<file path="src/rtl/uart_tx.sv">
// uart_tx -- byte-wide UART transmitter, 8N1 framing, for the host serial link.
//
// A one-byte holding register sits in front of the shift register, so a new
// byte can be written while the previous frame is still on the line. Frames
// then follow each other with no idle gap.
//
// Optional feature macro: UART_TX_PARITY_EN
//    defined   : an even-parity bit is sent between data bit 7 and the stop bit
//                (frame = 11 bit periods).
//    undefined : no parity state or logic (frame = 10 bit periods).
//
// Parameters:
//    I_CLOCK_FREQ  i_clk frequency in Hz
//    BAUD_RATE     line rate in bits/s; BIT_CLKS = I_CLOCK_FREQ / BAUD_RATE (>= 2)
//
// Ports:
//    i_clk    sole clock
//    i_reset  synchronous, active-high reset
//    i_wr     write strobe, accepted only while o_ready = 1
//    i_data   byte to send, sampled on the accepting edge
//    o_ready  holding register empty
//    o_tx     serial line, idle high, driven from a flop
//    o_busy   holding register full or a frame on the line
//
// Shifter states:
//    state  | meaning
//    IDLE   | line idle high, waiting for a held byte
//    START  | start bit (low)
//    DATA   | data bits 0..7, LSB first
//    PARITY | even-parity bit (only with UART_TX_PARITY_EN)
//    STOP   | stop bit (high); chains straight into START if a byte is held

module uart_tx #(
   parameter int I_CLOCK_FREQ = 50_000000,
   parameter int BAUD_RATE    = 115200
) (
   input  logic       i_clk,
   input  logic       i_reset,
   input  logic       i_wr,
   input  logic [7:0] i_data,
   output logic       o_ready,
   output logic       o_tx,
   output logic       o_busy
);

   localparam int BIT_CLKS = I_CLOCK_FREQ / BAUD_RATE;
   localparam int CW       = (BIT_CLKS > 2) ? $clog2(BIT_CLKS) : 1;
   localparam logic [CW-1:0] CNT_MAX = CW'(BIT_CLKS - 1);

   typedef enum logic [2:0] {
      IDLE   = 3'd0,
      START  = 3'd1,
      DATA   = 3'd2,
`ifdef UART_TX_PARITY_EN
      PARITY = 3'd3,
`endif
      STOP   = 3'd4
   } state_t;

   state_t        state, state_n;
   logic [CW-1:0] bit_cnt, bit_cnt_n;
   logic [2:0]    bit_idx, bit_idx_n;
   logic [2:0]    idx_inc;
   logic [7:0]    shift_data;
   logic [7:0]    hold_data;
   logic          hold_valid;
   logic          tx, tx_n;
   logic          load;
   logic          bit_end;

   assign bit_end = (bit_cnt == CNT_MAX);
   assign idx_inc = bit_idx + 3'd1;

   always_comb begin
      state_n   = state;
      bit_cnt_n = bit_cnt + 1'b1;
      bit_idx_n = bit_idx;
      tx_n      = tx;
      load      = 1'b0;
      case (state)
         IDLE: begin
            bit_cnt_n = '0;
            bit_idx_n = 3'd0;
            tx_n      = 1'b1;
            if (hold_valid) begin
               state_n = START;
               load    = 1'b1;
               tx_n    = 1'b0;
            end
         end
         START: begin
            if (bit_end) begin
               state_n   = DATA;
               bit_cnt_n = '0;
               bit_idx_n = 3'd0;
               tx_n      = shift_data[0];
            end
         end
         DATA: begin
            if (bit_end) begin
               bit_cnt_n = '0;
               if (bit_idx == 3'd7) begin
`ifdef UART_TX_PARITY_EN
                  state_n = PARITY;
                  tx_n    = ^shift_data;
`else
                  state_n = STOP;
                  tx_n    = 1'b1;
`endif
               end else begin
                  bit_idx_n = idx_inc;
                  tx_n      = shift_data[idx_inc];
               end
            end
         end
`ifdef UART_TX_PARITY_EN
         PARITY: begin
            if (bit_end) begin
               state_n   = STOP;
               bit_cnt_n = '0;
               tx_n      = 1'b1;
            end
         end
`endif
         STOP: begin
            if (bit_end) begin
               bit_cnt_n = '0;
               bit_idx_n = 3'd0;
               if (hold_valid) begin
                  state_n = START;
                  load    = 1'b1;
                  tx_n    = 1'b0;
               end else begin
                  state_n = IDLE;
                  tx_n    = 1'b1;
               end
            end
         end
         default: begin
            state_n   = IDLE;
            bit_cnt_n = '0;
            bit_idx_n = 3'd0;
            tx_n      = 1'b1;
         end
      endcase
   end

   always_ff @(posedge i_clk) begin
      if (i_reset) begin
         state      <= IDLE;
         bit_cnt    <= '0;
         bit_idx    <= 3'd0;
         tx         <= 1'b1;
         shift_data <= 8'h00;
         hold_data  <= 8'h00;
         hold_valid <= 1'b0;
      end else begin
         state   <= state_n;
         bit_cnt <= bit_cnt_n;
         bit_idx <= bit_idx_n;
         tx      <= tx_n;
         if (load)
            shift_data <= hold_data;
         // load needs hold_valid = 1, i.e. o_ready = 0, so it never meets an accepted write
         if (load)
            hold_valid <= 1'b0;
         else if (i_wr && !hold_valid) begin
            hold_valid <= 1'b1;
            hold_data  <= i_data;
         end
      end
   end

   assign o_ready = !hold_valid;
   assign o_tx    = tx;
   assign o_busy  = hold_valid || (state != IDLE);

endmodule

</file>
<file path="config.mk">
export PLATFORM = sky130hd
export DESIGN_NAME = uart_tx
export DESIGN_NICKNAME = d
export VERILOG_FILES = /design/src/rtl/uart_tx.sv
export SDC_FILE = /design/constraint.sdc
export NUM_CORES = 1
export LEC_CHECK = 0
export CORE_ASPECT_RATIO = 0.9
export CORE_UTILIZATION = 29
export CTS_BUF_LIST = sky130_fd_sc_hd__clkbuf_8
export DETAILED_ROUTE_END_ITERATION = 8
export HOLD_SLACK_MARGIN = 0.08
export SETUP_SLACK_MARGIN = 0.05
export SKIP_CTS_REPAIR_TIMING = 1
export SLEW_MARGIN = 10
export SYNTH_ARGS = -nofsm -noshare
export SYNTH_HDL_FRONTEND = slang
export SYNTH_SLANG_ARGS = --single-unit
</file>
<file path="constraint.sdc">
create_clock -name i_clk -period 1.8 [get_ports i_clk]
set_clock_uncertainty 0.05 [all_clocks]
set_input_delay 0.36 -clock i_clk [delete_from_list [all_inputs] [get_ports i_clk]]
set_output_delay 0.36 -clock i_clk [all_outputs]
set_load 0.05 [all_outputs]
</file>
==> flow_summary.ini, run 1 <==
[die]
core.rowCount = 24
num_io_pins = 14
die-width_um = 79.3
die_h_um = 71.6
initial_utilization_pct = 31.1
coreArea_um2 = 5010
dieArea_um2 = 5670

[global_route]
grt_pass1_vias = 1060
grt_max_degree = 20
grt_first_pass_wirelength_um = 4860
antenna_found_initial = 0
grt_overflow = 0
grt_usage_pct = 11.1

[finish]
mostFrequentLayoutCells = 32 x dfxtp_1, 23 x nor2_1, 20 x nand2b_1
fin_util_pct = 39.5
final_common_cell = dfxtp_1
stdcell_count = 256
drive_gt1_share_pct = 18.8
nets = 205
syn2layout_area_growth_pct = 27.2
n_antenna_cell = 0
final_area_um2 = 1980
fill_cells = 504

[outcome]
violations = setup timing
status = complete, but fails checks

[critical_path]
r2r-end = bit_idx[0]
reg2reg_depth = 4
critPathArrivalTime_ns = 2.01
crit_type = reg2reg
r2r_start = bit_cnt[6]
worstPathRequired_ns = 1.96
reg2reg_setup_slack_ns = -0.05
end_kind = flop
path_max_fanout = 5
start_kind = flop

[drt]
drt_iter0_drc = 67
first_pass_iters = 4
drc = 0
drtAntennaViolNets = 0
vias = 1170
routed_wl_um = 2800
viasPerCell = 4.57
wl_per_cell_um = 10.9

[power]
p_per_area_nw_per_um2 = 822
peakVddDrop_mv = 0.502
p_leak_uw = 0.000706

[yosys]
ys_seq_area_share_pct = 42.4
yosysUniqueCellTypes = 38
ys_warn_count = 0
synth_edf_count = 0
netlist_area_um2 = 1560
synth_compound_area_share_pct = 9.07
synth_adder_area_share_pct = 3.21
synthCells = 166
ys.flop_type = dfxtp_1
synth.net_count = 181
ys_ff_latch = 33
synth_xor_xnor_area_share_pct = 4.49
muxShareOfSynthArea_pct = 13.7
syn_area_per_cell_um2 = 9.39
synth_top_family_by_area = simple AND/OR/NAND/NOR gates
synthSimpleGateAreaFrac_pct = 23.4
synthArstFlopShare_pct = 0

[timing]
setup_viol = 3
hold_viol = 0
drv_slew = 0
rsz0062_at_grt = true
period_minus_slack_ns = 1.85
finalCritPeriodShare_pct = 103
fmax_ghz = 0.541
finalWorstSetupSlack_ns = -0.0468
worstMarginPinSlew_ns = 0.651
holdWs_ns = 0.423
setup_tns_ns = -0.0899
maxSlewHeadroom_pct = 56.2

[place]
dpl_cell_area_um2 = 1860
io_buffers = 13
place_congestion = 0.779
dp_hpwl_um = 2010
dp_cells = 248

[hold_path]
holdPathEnd = shift_data[4]
hold_start = hold_data[4]
hold_path_class = reg2reg
whs_path_depth = 2

[clock_tree]
clkTransAtPathRegs_ns = 0.07
htreeDepth = 2
cts_tree = yes
clk_latency_ns = 0.28
root_buffer = clkbuf_8
cts_sinks = 33
clk_path_buf_depth = 2
cts-buffers-inserted = 5

[flow_run]
drv_cap = 0
-- kinds of logic (layout without fill, tap and decap cells) --
group	after synthesis	after routing
AND/OR/NAND/NOR	68	68
flip-flops	33	33
multiplexers	20	20
AO/OA/AOI/OAI	18	18
buffers and inverters	15	40
XOR/XNOR	8	8
adder cells (fa/ha/maj)	4	4
-- sequential cells by signal, indices dropped and copies added (netlist names) --
| name | count |
|---|---|
| hold_data | 8 |
| o_tx | 1 |
| state | 3 |
| shift_data | 8 |
| hold_valid | 1 |
| bit_idx | 3 |
| bit_cnt | 9 |
-- metal layers --
metal | part of all wire, % | up-vias | track usage (%) | wire length (um)
met3 | 3.0 | 5 | 2.29 | 83
met1 | 52 | 530 | 15.9 | 1450
met4 | 1.9 | 0 | 6.06 | 54
met5 | 0 | - | 0 | 0
met2 | 43 | 21 | 15.3 | 1210
li1 | - | 614 | - | -
-- where the power goes --
group / switching [uW] / leakage, uW / total (uW) / internal [uW]
clock: 285 / 0.0000364 / 556 / 271
sequential: 24.9 / 0.000269 / 786 / 761
combinational: 141 / 0.000401 / 288 / 147
total: 451 / 0.000706 / 1630 / 1180
-- worst max path at each step --
| stage | from | end | slack (ns) | cells after the start |
|---|---|---|---|---|
| finish | bit_cnt[6] | bit_idx[0] | -0.05 | 4 |
| detailed placement | bit_cnt[6] | bit_idx[0] | -0.02 | 4 |
| global route | bit_cnt[6] | bit_idx[1] | -0.10 | 4 |
| global placement | bit_cnt[6] | bit_idx[0] | 0.008 | 4 |
| floorplan | bit_cnt[6] | bit_idx[0] | 0.01 | 4 |
| CTS | bit_cnt[6] | bit_idx[2] | -0.02 | 4 |
-- area by class of cell --
cell class / count / area, um2 / area share [%]
Timing Repair Buffer: 25 / 250 / 12.6
Inverter: 7 / 26.3 / 1.32
Clock buffer: 5 / 68.8 / 3.47
Clock inverter: 3 / 22.5 / 1.14
Tap cell: 65 / 81.3 / 4.10
Sequential cell: 33 / 662 / 33.4
Multi-Input combinational cell: 118 / 872 / 44.0
-- per-stage QoR --
step	worst slack (ns)	power [uW]
5_1_grt	-0.102	1720
4_1_cts	-0.0196	1640
3_3_place_gp	0.00787	1080
3_5_place_dp	-0.0160	1080
6_report	-0.0468	1630
2_1_floorplan	0.0120	972
-- cells in the mapped netlist (2+ instances only) --
cell,number,share of area (%)
dfxtp_1,33,42
nor2_1,23,5.5
nand2b_1,20,8.0
mux2i_1,18,12
clkbuf_1,7,1.7
inv_1,7,1.7
xnor2_1,6,3.4
nand2_1,5,1.2
ha_1,4,3.2
nand3_1,4,1.3
a21oi_1,3,0.96
nor3_1,3,0.96
a211oi_1,2,0.96
a2bb2oi_1,2,1.1
nand4_1,2,0.80
nor2b_1,2,0.80
o21ai_0,2,0.64
o32ai_1,2,1.1
xor2_1,2,1.1
-- worst max-delay path, stage by stage, from the launching register on --
cell,delay [ns]
dfxtp_2,0.32
or4b_4,0.54
o22a_4,0.27
or4_4,0.46
o22ai_2,0.15
Note: power is estimated with default switching activity, not from simulation.
==> run 2, diff against run 1 <==
- CORE_ASPECT_RATIO: 0.9 -> 0.7
==> run 2 against run 1 <==
Compared with the run above: the flow still finishes with violations (setup timing); first-iteration DRC count shrank 25%; global-route usage rose by 0.91 points; non-clock buffer count rose by 3; count of clock-buffer cells in the layout is 1 higher; design area is 2.4% higher; clock power up 28%; cell count grew 2.7%; die area barely moved; worst setup slack improved by 0.025 ns; register-to-register slack improved by 0.03 ns; critical path depth is the same; highest routed layer unchanged.
==> flow_summary.ini, run 2 (synthesis gave the netlist of run 1 again) <==
[outcome]
status = complete, but fails checks
violations = setup timing

[place]
dp_cells = 254
io_buffers = 13
dp_hpwl_um = 2120
dpl_cell_area_um2 = 1870
place_congestion = 0.769
dp_slack_ns = -0.00343

[timing]
fmax_ghz = 0.549
maxSlewHeadroom_pct = 59.2
period_minus_slack_ns = 1.82
hold_viol = 0
drv_slew = 0
setup_tns_ns = -0.0292
rsz0062_at_grt = true
finalCritPeriodShare_pct = 101
setup_viol = 2
finalWorstSetupSlack_ns = -0.0214
worstMarginPinSlew_ns = 0.606

[clock_tree]
clk_latency_ns = 0.28
root_buffer = clkbuf_8
cts_sinks = 33
clkTransAtPathRegs_ns = 0.07
htreeDepth = 2
cts_tree = yes
cts-buffers-inserted = 5
clk_path_buf_depth = 2

[die]
die-width_um = 89.6
dieArea_um2 = 5680
initial_utilization_pct = 31.4
num_io_pins = 14
core.rowCount = 21
die_h_um = 63.3
coreArea_um2 = 4970

[finish]
top_regs = bit_cnt: 9 flops, hold_data: 8 flops, shift_data: 8 flops
mostFrequentLayoutCells = 32 x dfxtp_1, 22 x nor2_1, 20 x nand2b_1
stdcell_count = 263
final_common_cell = dfxtp_1
n_antenna_cell = 0
syn2layout_area_growth_pct = 30.3
fin_util_pct = 40.9
final_area_um2 = 2030
nets = 208
drive_gt1_share_pct = 20.1
top_register = bit_cnt
largest_reg_flops = 9

[global_route]
antenna_found_initial = 0
grt_first_pass_wirelength_um = 5180
grt_pass1_vias = 1109
grt_usage_pct = 12.0
grt_overflow = 0
grt_max_degree = 22

[power]
peakVddDrop_mv = 0.518
p_per_area_nw_per_um2 = 882
p_leak_uw = 0.000744

[critical_path]
crit_buf_inv = 0
crit_slowest_cell = or4b_4
reg2reg_setup_slack_ns = -0.02
start_kind = flop
crit_type = reg2reg
worstPathRequired_ns = 1.94
end_kind = flop
path_delay_family = simple AND/OR/NAND/NOR gates
path_max_fanout = 3
critPathArrivalTime_ns = 1.97
critPathMaxStageDelay_ns = 0.54
crit_path_cell_trace = or4b_4 > o22a_4 > or4_4 > o32ai_1

[drt]
viasPerCell = 4.43
wl_per_cell_um = 11.1
first_pass_iters = 4
drtAntennaViolNets = 0
vias = 1165
drc = 0
routed_wl_um = 2930
drt_iter0_drc = 50

[flow_run]
drv_cap = 0

[hold_path]
hold_path_class = reg2reg
[run 2: area by class of cell]
type                            count  area [um2]
Clock inverter                      2        33.8
Fill cell                         494        2940
Sequential cell                    33         662
Tap cell                           69        86.3
Clock buffer                        6        82.6
Inverter                            7        26.3
Timing Repair Buffer               28         264
Multi-Input combinational cell    118         876
[run 2: path summary, 6_finish.rpt]
check,endpoint,startpoint,cells after the start
worst max register to register,bit_idx[1],bit_cnt[6],4
worst min-delay path,shift_data[5],hold_data[5],2
worst min register to register,shift_data[5],hold_data[5],2
worst max-delay path,bit_idx[1],bit_cnt[6],4
[run 2: metal layers]
metal,global-route usage [%],share of wire [%],up-vias,routed length (um)
met3,3.15,3.0,7,88
li1,-,-,624,-
met2,14.6,39,15,1150
met1,18.9,56,519,1630
met5,0,0,-,0
met4,5.36,2.0,0,59
[run 2: power breakdown]
| part | internal (uW) | leakage, uW | switching, uW | total [uW] |
|---|---|---|---|---|
| clock network | 445 | 0.0000626 | 265 | 711 |
| logic | 151 | 0.000413 | 143 | 294 |
| registers | 761 | 0.000269 | 26.0 | 787 |
[run 2: worst register-to-register path: cells and delay by family (launching register included)]
family	cells	cell delay, ns
and+or+nand+nor	2	0.98
DFF	1	0.32
AOI/OAI and AO/OA	2	0.38
[run 2: stage by stage]
step                      total power (uW)  hold slack, ns
after CTS                             1810           0.427
after detailed placement              1080           0.416
final                                 1790           0.421
after floorplan                        972           0.395
after global placement                1080           0.411
after global routing                  1870           0.454
